<file path="src/rtl/mips_program_loader_if.sv">
// Byte-stream input and memory write port of the MIPS program loader.
// Handshake: in_data is transferred on a clk1 rising edge where in_valid && in_ready are both high.
// The source holds in_data stable while in_valid is high and in_ready is low.
// The memory side has no back-pressure. One mem_we pulse writes one word.
interface mips_program_loader_if #(
  parameter int ADDR_W = 10
);
  logic [7:0]        in_data;
  logic              in_valid;
  logic              in_ready;
  logic              mem_we;
  logic [ADDR_W-1:0] mem_addr;
  logic [31:0]       mem_wdata;

  // Byte source and memory sink
  modport master (
    output in_data, in_valid,
    input  in_ready, mem_we, mem_addr, mem_wdata
  );

  // Loader
  modport slave (
    input  in_data, in_valid,
    output in_ready, mem_we, mem_addr, mem_wdata
  );
endinterface

</file>
<file path="src/rtl/mips_program_loader.sv">
// Byte-serial boot loader for the Pipelined_MIPS32 core.
// A frame has this layout: MAGIC, CNT_HI, CNT_LO, then N big-endian words, then an XOR checksum of the data bytes.
// The loader writes the words from BASE_ADDR upward and keeps the core halted.
// When the checksum matches, it releases the core with a one-cycle start pulse.
module mips_program_loader #(
  parameter int          ADDR_W    = 10,
  parameter int          BASE_ADDR = 0,
  parameter logic [7:0]  MAGIC     = 8'hA5
) (
  input  logic                 clk1,
  input  logic                 rst,
  mips_program_loader_if.slave bus,
  input  logic                 restart,
  output logic                 cpu_hold,
  output logic                 cpu_start,
  output logic                 load_done,
  output logic                 load_err,
  output logic [15:0]          words_loaded,
  output logic [2:0]           dbg_state
);

  typedef enum logic [2:0] {
    S_IDLE   = 3'd0,
    S_CNT_HI = 3'd1,
    S_CNT_LO = 3'd2,
    S_DATA   = 3'd3,
    S_CSUM   = 3'd4,
    S_DONE   = 3'd5,
    S_ERR    = 3'd6
  } state_t;

  // The largest word count that still fits between BASE_ADDR and the top of memory.
  localparam logic [31:0] MAX_N = (32'd1 << ADDR_W) - 32'(BASE_ADDR);

  state_t            state_q, state_d;
  logic              in_ready_q, in_ready_d;
  logic              mem_we_q, mem_we_d;
  logic [ADDR_W-1:0] mem_addr_q, mem_addr_d;
  logic [31:0]       mem_wdata_q, mem_wdata_d;
  logic              cpu_hold_q, cpu_hold_d;
  logic              cpu_start_q, cpu_start_d;
  logic              load_done_q, load_done_d;
  logic              load_err_q, load_err_d;
  logic [15:0]       words_q, words_d;
  logic [15:0]       cnt_q, cnt_d;
  logic [1:0]        byte_idx_q, byte_idx_d;
  logic [7:0]        csum_q, csum_d;
  logic [31:0]       asm_q, asm_d;

  logic              hs;
  logic [15:0]       n_w;

  assign hs  = bus.in_valid && in_ready_q;
  assign n_w = {cnt_q[15:8], bus.in_data};

  // Compute the next state of the frame parser and the next values of all registered outputs.
  always_comb begin
    state_d     = state_q;
    in_ready_d  = in_ready_q;
    mem_we_d    = 1'b0;
    mem_addr_d  = mem_addr_q;
    mem_wdata_d = mem_wdata_q;
    cpu_hold_d  = cpu_hold_q;
    cpu_start_d = 1'b0;
    load_done_d = load_done_q;
    load_err_d  = load_err_q;
    words_d     = words_q;
    cnt_d       = cnt_q;
    byte_idx_d  = byte_idx_q;
    csum_d      = csum_q;
    asm_d       = asm_q;

    case (state_q)
      S_IDLE: begin
        // Bytes other than MAGIC are consumed and dropped.
        if (hs && bus.in_data == MAGIC) begin
          state_d    = S_CNT_HI;
          words_d    = 16'd0;
          byte_idx_d = 2'd0;
          csum_d     = 8'd0;
          asm_d      = 32'd0;
        end
      end
      S_CNT_HI: begin
        if (hs) begin
          cnt_d[15:8] = bus.in_data;
          state_d     = S_CNT_LO;
        end
      end
      S_CNT_LO: begin
        if (hs) begin
          cnt_d[7:0] = bus.in_data;
          if (32'(n_w) > MAX_N) begin
            state_d    = S_ERR;
            in_ready_d = 1'b0;
            load_err_d = 1'b1;
          end else if (n_w == 16'd0) begin
            state_d = S_CSUM;
          end else begin
            state_d = S_DATA;
          end
        end
      end
      S_DATA: begin
        if (hs) begin
          asm_d      = {asm_q[23:0], bus.in_data};
          csum_d     = csum_q ^ bus.in_data;
          byte_idx_d = byte_idx_q + 2'd1;
          if (byte_idx_q == 2'd3) begin
            // The write shows up one cycle after the fourth byte. It uses the word index before the increment.
            mem_we_d    = 1'b1;
            mem_wdata_d = {asm_q[23:0], bus.in_data};
            mem_addr_d  = ADDR_W'(BASE_ADDR) + ADDR_W'(words_q);
            words_d     = words_q + 16'd1;
            if (words_q == cnt_q - 16'd1) begin
              state_d = S_CSUM;
            end
          end
        end
      end
      S_CSUM: begin
        if (hs) begin
          in_ready_d = 1'b0;
          if (bus.in_data == csum_q) begin
            state_d     = S_DONE;
            cpu_hold_d  = 1'b0;
            cpu_start_d = 1'b1;
            load_done_d = 1'b1;
          end else begin
            state_d    = S_ERR;
            load_err_d = 1'b1;
          end
        end
      end
      S_DONE, S_ERR: begin
        if (restart) begin
          state_d     = S_IDLE;
          in_ready_d  = 1'b1;
          cpu_hold_d  = 1'b1;
          load_done_d = 1'b0;
          load_err_d  = 1'b0;
        end
      end
      default: begin
        state_d = S_IDLE;
      end
    endcase
  end

  // Register the parser state and all outputs. Synchronous reset takes priority over restart.
  always_ff @(posedge clk1) begin
    if (rst) begin
      state_q     <= S_IDLE;
      in_ready_q  <= 1'b1;
      mem_we_q    <= 1'b0;
      mem_addr_q  <= ADDR_W'(BASE_ADDR);
      mem_wdata_q <= 32'd0;
      cpu_hold_q  <= 1'b1;
      cpu_start_q <= 1'b0;
      load_done_q <= 1'b0;
      load_err_q  <= 1'b0;
      words_q     <= 16'd0;
      cnt_q       <= 16'd0;
      byte_idx_q  <= 2'd0;
      csum_q      <= 8'd0;
      asm_q       <= 32'd0;
    end else begin
      state_q     <= state_d;
      in_ready_q  <= in_ready_d;
      mem_we_q    <= mem_we_d;
      mem_addr_q  <= mem_addr_d;
      mem_wdata_q <= mem_wdata_d;
      cpu_hold_q  <= cpu_hold_d;
      cpu_start_q <= cpu_start_d;
      load_done_q <= load_done_d;
      load_err_q  <= load_err_d;
      words_q     <= words_d;
      cnt_q       <= cnt_d;
      byte_idx_q  <= byte_idx_d;
      csum_q      <= csum_d;
      asm_q       <= asm_d;
    end
  end

  assign bus.in_ready  = in_ready_q;
  assign bus.mem_we    = mem_we_q;
  assign bus.mem_addr  = mem_addr_q;
  assign bus.mem_wdata = mem_wdata_q;
  assign cpu_hold      = cpu_hold_q;
  assign cpu_start     = cpu_start_q;
  assign load_done     = load_done_q;
  assign load_err      = load_err_q;
  assign words_loaded  = words_q;
  assign dbg_state     = state_q;

endmodule

</file>
<file path="src/flat_wrapper.sv">
// flat-port wrapper written by rule: the top's interface ports become plain ports
module mips_program_loader_flat 
#(
  parameter int          ADDR_W    = 10,
  parameter int          BASE_ADDR = 0,
  parameter logic [7:0]  MAGIC     = 8'hA5
)
  (clk1, rst, restart, cpu_hold, cpu_start, load_done, load_err, words_loaded, dbg_state, bus_in_data, bus_in_valid, bus_in_ready, bus_mem_we, bus_mem_addr, bus_mem_wdata);
  mips_program_loader_if #(.ADDR_W(ADDR_W)) bus_i ();
  input  logic clk1;
  input  logic rst;
  input  logic restart;
  output logic cpu_hold;
  output logic cpu_start;
  output logic load_done;
  output logic load_err;
  output logic [15:0] words_loaded;
  output logic [2:0] dbg_state;
  input wire logic [$bits(bus_i.in_data)-1:0] bus_in_data;
  input wire logic [$bits(bus_i.in_valid)-1:0] bus_in_valid;
  output wire logic [$bits(bus_i.in_ready)-1:0] bus_in_ready;
  output wire logic [$bits(bus_i.mem_we)-1:0] bus_mem_we;
  output wire logic [$bits(bus_i.mem_addr)-1:0] bus_mem_addr;
  output wire logic [$bits(bus_i.mem_wdata)-1:0] bus_mem_wdata;
  assign bus_i.in_data = bus_in_data;
  assign bus_i.in_valid = bus_in_valid;
  assign bus_in_ready = bus_i.in_ready;
  assign bus_mem_we = bus_i.mem_we;
  assign bus_mem_addr = bus_i.mem_addr;
  assign bus_mem_wdata = bus_i.mem_wdata;
  mips_program_loader #(.ADDR_W(ADDR_W), .BASE_ADDR(BASE_ADDR), .MAGIC(MAGIC)) u_core (.clk1(clk1), .rst(rst), .bus(bus_i), .restart(restart), .cpu_hold(cpu_hold), .cpu_start(cpu_start), .load_done(load_done), .load_err(load_err), .words_loaded(words_loaded), .dbg_state(dbg_state));
endmodule
</file>
<file path="config.mk">
export PLATFORM = sky130hd
export DESIGN_NAME = mips_program_loader_flat
export DESIGN_NICKNAME = d
export VERILOG_FILES = /design/src/rtl/mips_program_loader_if.sv /design/src/rtl/mips_program_loader.sv /design/src/flat_wrapper.sv
export SDC_FILE = /design/constraint.sdc
export NUM_CORES = 1
export LEC_CHECK = 0
export BUFFER_PORTS_ARGS = -buffer_cell sky130_fd_sc_hd__buf_4
export CAP_MARGIN = 20
export CORE_MARGIN = 2
export CORE_UTILIZATION = 48
export DETAILED_ROUTE_END_ITERATION = 6
export GPL_TIMING_DRIVEN = 0
export PLACE_DENSITY = 0.72
export SYNTH_ARGS = -nofsm -noshare
export SYNTH_HDL_FRONTEND = slang
export SYNTH_SLANG_ARGS = --single-unit
</file>
<file path="constraint.sdc">
create_clock -name clk1 -period 2.4 [get_ports clk1]
set_clock_uncertainty 0.05 [all_clocks]
set_input_delay 0.24 -clock clk1 [delete_from_list [all_inputs] [get_ports clk1]]
set_output_delay 0.24 -clock clk1 [all_outputs]
set_load 0.01 [all_outputs]
</file>
* After elaboration in Yosys (flattened, before gate mapping) *
Index checks and enable logic that the tools add are counted.

cells by class
  muxes and demuxes = 44
  add/sub/neg operators = 3
  equality and inequality tests = 21
  reduce and logical (&&, ||, !) cells = 19
  bitwise gates (word level) = 4
  magnitude comparators = 1

operators by type and width
  operator                                                                           count
  16-bit two-way mux                                                                 3
  24-bit two-way mux                                                                 2
  24-bit one-hot mux with 2 select lines                                             1
  16-bit one-hot mux with 2 select lines                                             1
  3-bit two-way mux                                                                  10
  2-bit by 1-bit != test with 1-bit output, second input constant                    9
  3-bit one-hot mux with 6 select lines                                              1
  16-bit by 1-bit adder with 16-bit output, second input constant                    1
  16-bit == test                                                                     1
  16-bit by 11-bit greater-than comparator with 1-bit output, second input constant  1
  16-bit logical NOT                                                                 1
  8-bit two-way mux                                                                  2
  8-bit one-hot mux with 2 select lines                                              1
  16-bit by 1-bit subtractor with 16-bit output, second input constant               1
  1-bit two-way mux                                                                  15
  3-bit == test, second input constant                                               3
  8-bit == test                                                                      1
  8-bit == test, second input constant                                               1
  4-bit AND reduction                                                                2
  8-bit AND reduction                                                                1
  8-bit bitwise XOR                                                                  1
  3-bit by 2-bit == test with 1-bit output, second input constant                    2
  2-bit two-way mux                                                                  3
  1-bit one-hot mux with 3 select lines                                              2
  other kinds (17)                                                                   26

word-level totals
  input bits = 12
  word-level logic and storage cells = 107
  register bits = 117
  output and inout bits = 67

* Longest topological paths before layout *
Gate-level depths: netlist of the first run.

  depth in word-level cells = 6
  gate-level depth with buffers = 10
  mapped depth without buffers = 9

* Worst setup path before layout of the first run *
No wires, ideal clock.

  path kind = register to register
  start = register u_core.cnt_q[0]
  end = register u_core.state_q[1] (netlist: u_core.dbg_state[1])
  required time = 2.216 ns
  period minus slack after synthesis = 2.325 ns
  path slack = 0.075 ns
  stages on the path, launching flop included = 10
  path buffers = 1
  arrival = 2.141 ns
  setup time = 0.134 ns
  path through = dfxtp_1 -> inv_1 -> ha_1 -> or4b_1 -> clkbuf_1 -> o21a_1 -> o31ai_1 -> a22oi_1 -> o41ai_2 -> a211oi_1

on the way
  longest elaborated chain between the ends = 4

RTL lines
  item                                                       line                        text
  start: declaration                                         mips_program_loader.sv:45   logic [15:0] cnt_q, cnt_d;
  start signal: assignment                                   mips_program_loader.sv:178  cnt_q <= cnt_d;
  16-bit by 1-bit subtractor with 16-bit output              mips_program_loader.sv:115  if (words_q == cnt_q - 16'd1) begin
  16-bit == test                                             mips_program_loader.sv:115
  2-bit by 1-bit != test with 1-bit output (no source line)  n/a
  8-bit AND reduction (no source line)                       n/a
  end signal: assignment                                     mips_program_loader.sv:168  state_q <= state_d;
  end: declaration                                           mips_program_loader.sv:35   state_t state_q, state_d;

Every way passes these cells.
A chain may end at the register's enable or synchronous reset.

* Final worst setup path of the first run *
Same ends and word-level chain as after synthesis.

==> results.tsv, run 1 <==
metric	value	unit
viasPerCell	5.595	
fmax	394.5	MHz
start_util	0.4952	
cts_tree	built	
hold_ws	0.03147	ns
yosys.area_share.simple	0.2483	
netlist.area_leader.share	0.4561	
holdCritPathClass	in2reg	
critPathMaxStageDelay	0.57	ns
netlist_area	0.005135	mm2
reg2reg_to	u_core.dbg_state[1]	
required	2.74	ns
regToRegSetupSlack	-0.14	ns
avgSynthCellArea	8.099	um2
min_from	bus_in_data[4]	
clock-root-buffer	clkbuf_8	
die_height	107.4	um
synth_fa_ha_area_frac	0.007310	
synth_fp_nets	649	
port_buffers	73	
maxCapViolations	0	
critPathCaptureType	flop	
remaining_drc_errors	0	
drive_gt1_frac	0.2027	
timing.rr.start	u_core.cnt_q[0]	
dp_hpwl	9.628	mm
synth_top_flop_cell	dfxtp_1	
power_density	777.3	mW/mm2
synthTopCellsByArea	dfxtp_1 46%, nand2_1 11%, a21oi_1 7.8%	
yosys_warnings	0	
ios	79	
synth_cell_type_count	54	
grt_pass1_vias	4527	
post_drt_wl_per_cell	15.87	um
peakVddDrop	395.8	uV
setup_viol	3	
status	complete, but fails checks	
gp_congestion	0.9468	
grt_max_degree	17	
yosys.area_share.xor_xnor	0.08017	
synth_edf_count	0	
rsz0062_at_grt	yes	
crit_slowest_cell	or4_4	
worstHoldPathCells	3	
antenna-diode-count	0	
hold_viol_final	0	
core	0.01037	mm2
finalCriticalPeriod	2.535	ns
violations	setup timing	
clock_path_buffers	2	
cts_max_level	4	
final_common_cell	nand2_1	
ys_ff_latch	117	
clock_latency	0.52	ns
vias	4929	
synth_compound_area_frac	0.1326	
yosysSeqAreaShare	0.4561	
relSlewSlack	0.4608	
antenna_found_initial	0	
crit_chain	or4_4 > or3_4 > o31ai_4 > a32o_1 > nand4_1 > o41ai_4 > a211oi_2	
dp_slack	-0.3380	ns
async_flop_share	0	
mostFrequentLayoutCells	146 x nand2_1, 115 x dfxtp_1, 80 x a21oi_1, 77 x buf_4, 53 x nor2_1	
grt_pass1_wl	22.31	mm
drtIter0Drc	304	
grt-ovfl-total	0	
tightest_slew	0.8045	ns
synth_top_family_by_area	simple AND/OR/NAND/NOR gates	
criticalPathCategory	reg2reg	
first_pass_iters	6	
arrival	2.88	ns
reg2reg_depth	7	
ant_nets	0	
area_growth	29.19	%
synth_cells	634	
clkTransAtPathRegs	0.06	ns
min_period_over_period	1.056	
layout.nets	747	
start_kind	flop	
dieArea	0.01154	mm2
p_leak	2.548	nW
clock-sinks	117	
synth_mux_area_frac	0.03119	
grt.total_usage	0.2479	
row_count	37	
whs_endpoint	u_core.cnt_q[4]	
slew_viol_final	0	
die_w	107.4	um
layout_setup_ws	-0.1351	ns
crit_fanout	5	
routed_wl	13.98	mm
cts_buffers	17	
synth_top_area_cell	dfxtp_1	
[per-stage QoR]
stage	setup TNS [ns]	total power [mW]	std cells	utilization	instance area, um2
floorplan	0	2.495	634	-	5135
global placement	-3.557	2.617	843	0.5644	5853
detailed placement	-4.788	2.640	843	0.5644	5853
CTS	-0.6298	5.110	881	0.6303	6536
global route	-0.5805	5.311	881	0.6397	6634
finish	-0.3631	5.157	881	0.6397	6634
[cells in the mapped netlist (all sizes together), types with 2 or more instances]
| master | number |
|---|---|
| and3 | 6 |
| a21oi | 80 |
| or2 | 2 |
| nand2 | 146 |
| and2 | 2 |
| o31ai | 3 |
| nor3 | 13 |
| o21ai | 19 |
| nor3b | 2 |
| or4 | 5 |
| nand3 | 19 |
| and4 | 3 |
| nand3b | 2 |
| inv | 10 |
| nor4 | 8 |
| a32o | 2 |
| o21bai | 2 |
| ha | 3 |
| nor2b | 2 |
| buf | 8 |
| xor2 | 33 |
| nand4 | 3 |
| clkbuf | 34 |
| nor4b | 3 |
| dfxtp | 117 |
| mux2i | 16 |
| a221oi | 2 |
| nand2b | 3 |
| nor2 | 54 |
| or3 | 5 |
| xnor2 | 14 |
[final cells by class]
class,instances,area (um2)
multi-input cells,465,2690
plain buffers,39,183.9
clock inverters,14,152.6
well taps,136,170.2
inverters,10,37.54
clock buffers,18,417.9
fillers,889,3736
flip-flops and latches,117,2347
repair buffers,82,634.4
[what timing repair did]
item	CTS	global route
gates resized for setup	12	23
endpoints found under the hold margin	9	0
setup buffers	1	1
hold buffers	6	0
pin swaps	7	8
endpoints found under the setup margin	9	37
[sequential cells by signal, summed over array words and instances, names as in the netlist]
signal                cells
u_core.asm_q             24
u_core.bus.in_ready       1
u_core.bus.mem_addr      10
u_core.bus.mem_wdata     32
u_core.bus.mem_we         1
u_core.byte_idx_q         2
u_core.cnt_q             16
u_core.cpu_hold           1
u_core.cpu_start          1
u_core.csum_q             8
u_core.dbg_state          3
u_core.load_done          1
u_core.load_err           1
u_core.words_loaded      16
[critical path: cells and delay by family (launching register included)]
| family | cells | cell delay, ns |
|---|---|---|
| simple gates | 3 | 1.11 |
| compound gates | 4 | 0.89 |
| flops | 1 | 0.36 |
[metal layers]
| layer | share of wire | global-route usage | up-vias |
|---|---|---|---|
| li1 | - | - | 2347 |
| met1 | 0.44 | 0.3269 | 2352 |
| met2 | 0.46 | 0.3951 | 189 |
| met3 | 0.066 | 0.04722 | 41 |
| met4 | 0.032 | 0.1099 | 0 |
| met5 | 0 | 0 | - |
[power breakdown]
group / total (mW) / switching (mW) / internal [mW]
registers: 2.02 / 0.0473 / 1.97
logic: 0.698 / 0.398 / 0.300
clock network: 2.44 / 0.953 / 1.49
total: 5.16 / 1.40 / 3.76
[cell families after synthesis]
| group | after synthesis |
|---|---|
| AO/OA/AOI/OAI | 119 |
| XOR/XNOR | 47 |
| adder cells (fa/ha/maj) | 3 |
| buffers and inverters | 52 |
| flip-flops | 117 |
| multiplexers | 16 |
| AND/OR/NAND/NOR | 280 |
[worst max-delay path by stage]
stage | from | endpoint
2_1_floorplan | u_core.cnt_q[0] | u_core.dbg_state[1]
3_3_place_gp | bus_in_data[5] | u_core.csum_q[7]
3_5_place_dp | bus_in_data[5] | u_core.csum_q[7]
4_1_cts | u_core.cnt_q[1] | u_core.dbg_state[1]
5_1_grt | u_core.cnt_q[5] | u_core.dbg_state[1]
6_report | u_core.cnt_q[0] | u_core.dbg_state[1]
(Power assumes the default switching activity.)
==> run 2, diff against run 1 <==
- CORE_UTILIZATION: 48 -> 45
- PLACE_DENSITY: 0.72 -> 0.68
- SETUP_SLACK_MARGIN: not set -> 0.4
- SLEW_MARGIN: not set -> 0
==> results.tsv, run 2 (same netlist as run 1, synthesis figures left out) <==
metric	value	unit	change
hold_viol_final	0		unchanged
layout.nets	744		was 747
criticalPathCategory	reg2reg		unchanged
p_seq_frac	0.387		was 0.392
clock-sinks	117		unchanged
peakVddDrop	353.1	uV	was 395.8 uV
fin_cells	879		was 881
grt_pass1_vias	4613		was 4527
viasPerCell	5.378		was 5.595
setup_viol	3		unchanged
start_kind	flop		unchanged
status	complete, but fails checks		unchanged
layout_setup_ws	-0.06444	ns	was -0.1351 ns
drive_gt1_frac	0.2255		was 0.2027
dieArea	0.01228	mm2	was 0.01154 mm2
required	2.63	ns	was 2.74 ns
clock_latency	0.41	ns	was 0.52 ns
ios	79		unchanged
vias	4727		was 4929
hold_buffers	0		was 6
violations	setup timing		unchanged
final_cell_area	0.006675	mm2	was 0.006634 mm2
cts_buffers	17		unchanged
clock-root-buffer	clkbuf_16		was clkbuf_8
mostFrequentLayoutCells	145 x nand2_1, 112 x dfxtp_1, 80 x a21oi_1, 78 x buf_4, 53 x nor2_1		was 146 x nand2_1, 115 x dfxtp_1, 80 x a21oi_1, 77 x buf_4, 53 x nor2_1
worstHoldPathCells	3		unchanged
die_height	110.8	um	was 107.4 um
remaining_drc_errors	0		unchanged
routed_wl	13.85	mm	was 13.98 mm
first_pass_iters	5		was 6
slew_viol_final	0		unchanged
fin_setup_tns	-0.1659	ns	was -0.3631 ns
ant_nets	0		unchanged
fillerInstances	925		was 889
largest_reg_flops	32		unchanged
comb_power_share	0.135		about the same
antenna-diode-count	0		unchanged
relSlewSlack	0.4447		was 0.4608
drtIter0Drc	256		was 304
critPathCaptureType	flop		unchanged
power_density	781.5	mW/mm2	was 777.3 mW/mm2
min_period_over_period	1.027		was 1.056
dp_hpwl	9.712	mm	was 9.628 mm
clkTransAtPathRegs	0.05	ns	was 0.06 ns
swShare	0.2430		was 0.2712
p_int	3.949	mW	was 3.758 mW
core	0.01127	mm2	was 0.01037 mm2
finalCriticalPeriod	2.464	ns	was 2.535 ns
tightest_slew	0.8284	ns	was 0.8045 ns
p_leak	2.594	nW	was 2.548 nW
p_switching	1.268	mW	was 1.398 mW
clock_path_buffers	2		unchanged
die_w	110.8	um	was 107.4 um
dp.cells	850		was 843
area_growth	30.00	%	was 29.19%
antenna_found_initial	0		unchanged
port_buffers	73		unchanged
cts_max_level	4		unchanged
holdCritPathClass	in2reg		unchanged
grt-ovfl-total	0		unchanged
grt.total_usage	0.2305		was 0.2479
arrival	2.69	ns	was 2.88 ns
grt_max_degree	17		unchanged
start_util	0.4555		was 0.4952
crit_fanout	4		was 5
row_count	39		was 37
p_clk_frac	0.478		was 0.473
post_drt_wl_per_cell	15.76	um	was 15.87 um
register_area	0.002354	mm2	was 0.002347 mm2
rsz0062_at_grt	yes		unchanged
cts_tree	built		unchanged
gp_congestion	0.8704		was 0.9468
dp_slack	-0.2589	ns	was -0.3380 ns
final_common_cell	nand2_1		unchanged
reg2reg_depth	7		unchanged
placed_area	0.005899	mm2	was 0.005853 mm2
maxCapViolations	0		unchanged
fmax	405.8	MHz	was 394.5 MHz
multi_input_area	0.002713	mm2	was 0.002690 mm2
grt_pass1_wl	22.89	mm	was 22.31 mm
final_core_util	0.5922		was 0.6397
-- run 2: worst paths after layout --
check,start,slack [ns],end
max,u_core.cnt_q[1],-0.06,u_core.dbg_state[1]
min reg2reg,u_core.load_done,0.40,u_core.load_done
min,bus_in_data[1],0.08,u_core.bus.mem_wdata[1]
max reg2reg,u_core.cnt_q[1],-0.06,u_core.dbg_state[1]
-- run 2: what timing repair did --
| action | in CTS | in global routing |
|---|---|---|
| buffers inserted | 0 | 2 |
| pin swaps | 11 | 8 |
| gates resized for setup | 32 | 27 |
| endpoints found under the setup margin | 67 | 42 |
| hold endpoints to repair | 0 | 0 |
-- run 2: metrics by stage --
step           hold slack, ns  power, mW
2_1_floorplan          0.3260      2.513
3_3_place_gp           0.3894      2.642
3_5_place_dp           0.3964      2.658
4_1_cts               0.07220      5.173
5_1_grt                0.1037      5.378
6_report              0.07550      5.217
-- run 2: area by class of cell --
type / instances / area share
multi-input cells: 465 / 0.4064
flip-flops and latches: 117 / 0.3526
repair buffers: 76 / 0.08547
clock buffers: 20 / 0.06992
plain buffers: 42 / 0.03711
well taps: 143 / 0.02680
clock inverters: 6 / 0.01575
inverters: 10 / 0.005998
-- run 2: power groups by stage --
stage | clock network, mW | logic, mW | registers (mW)
2_1_floorplan | 0 | 0.464 | 2.05
3_3_place_gp | 0 | 0.589 | 2.05
3_5_place_dp | 0 | 0.604 | 2.05
4_1_cts | 2.51 | 0.645 | 2.02
5_1_grt | 2.59 | 0.760 | 2.02
6_report | 2.49 | 0.702 | 2.02
-- run 2: routing by layer --
| layer | global-route usage | vias to the layer above | part of all wire |
|---|---|---|---|
| li1 | - | 2325 | - |
| met1 | 0.3006 | 2219 | 0.45 |
| met2 | 0.3685 | 148 | 0.46 |
| met3 | 0.04538 | 35 | 0.053 |
| met4 | 0.1083 | 0 | 0.033 |
| met5 | 0 | - | 0 |
-- run 2: critical path: stages (launching register included) --
cell and delay, ns:
dfxtp_4 0.36, or4_4 0.57, or3_4 0.35, o31ai_2 0.18, a32o_1 0.19, nand4_1 0.14
o41ai_4 0.36, a211oi_2 0.12
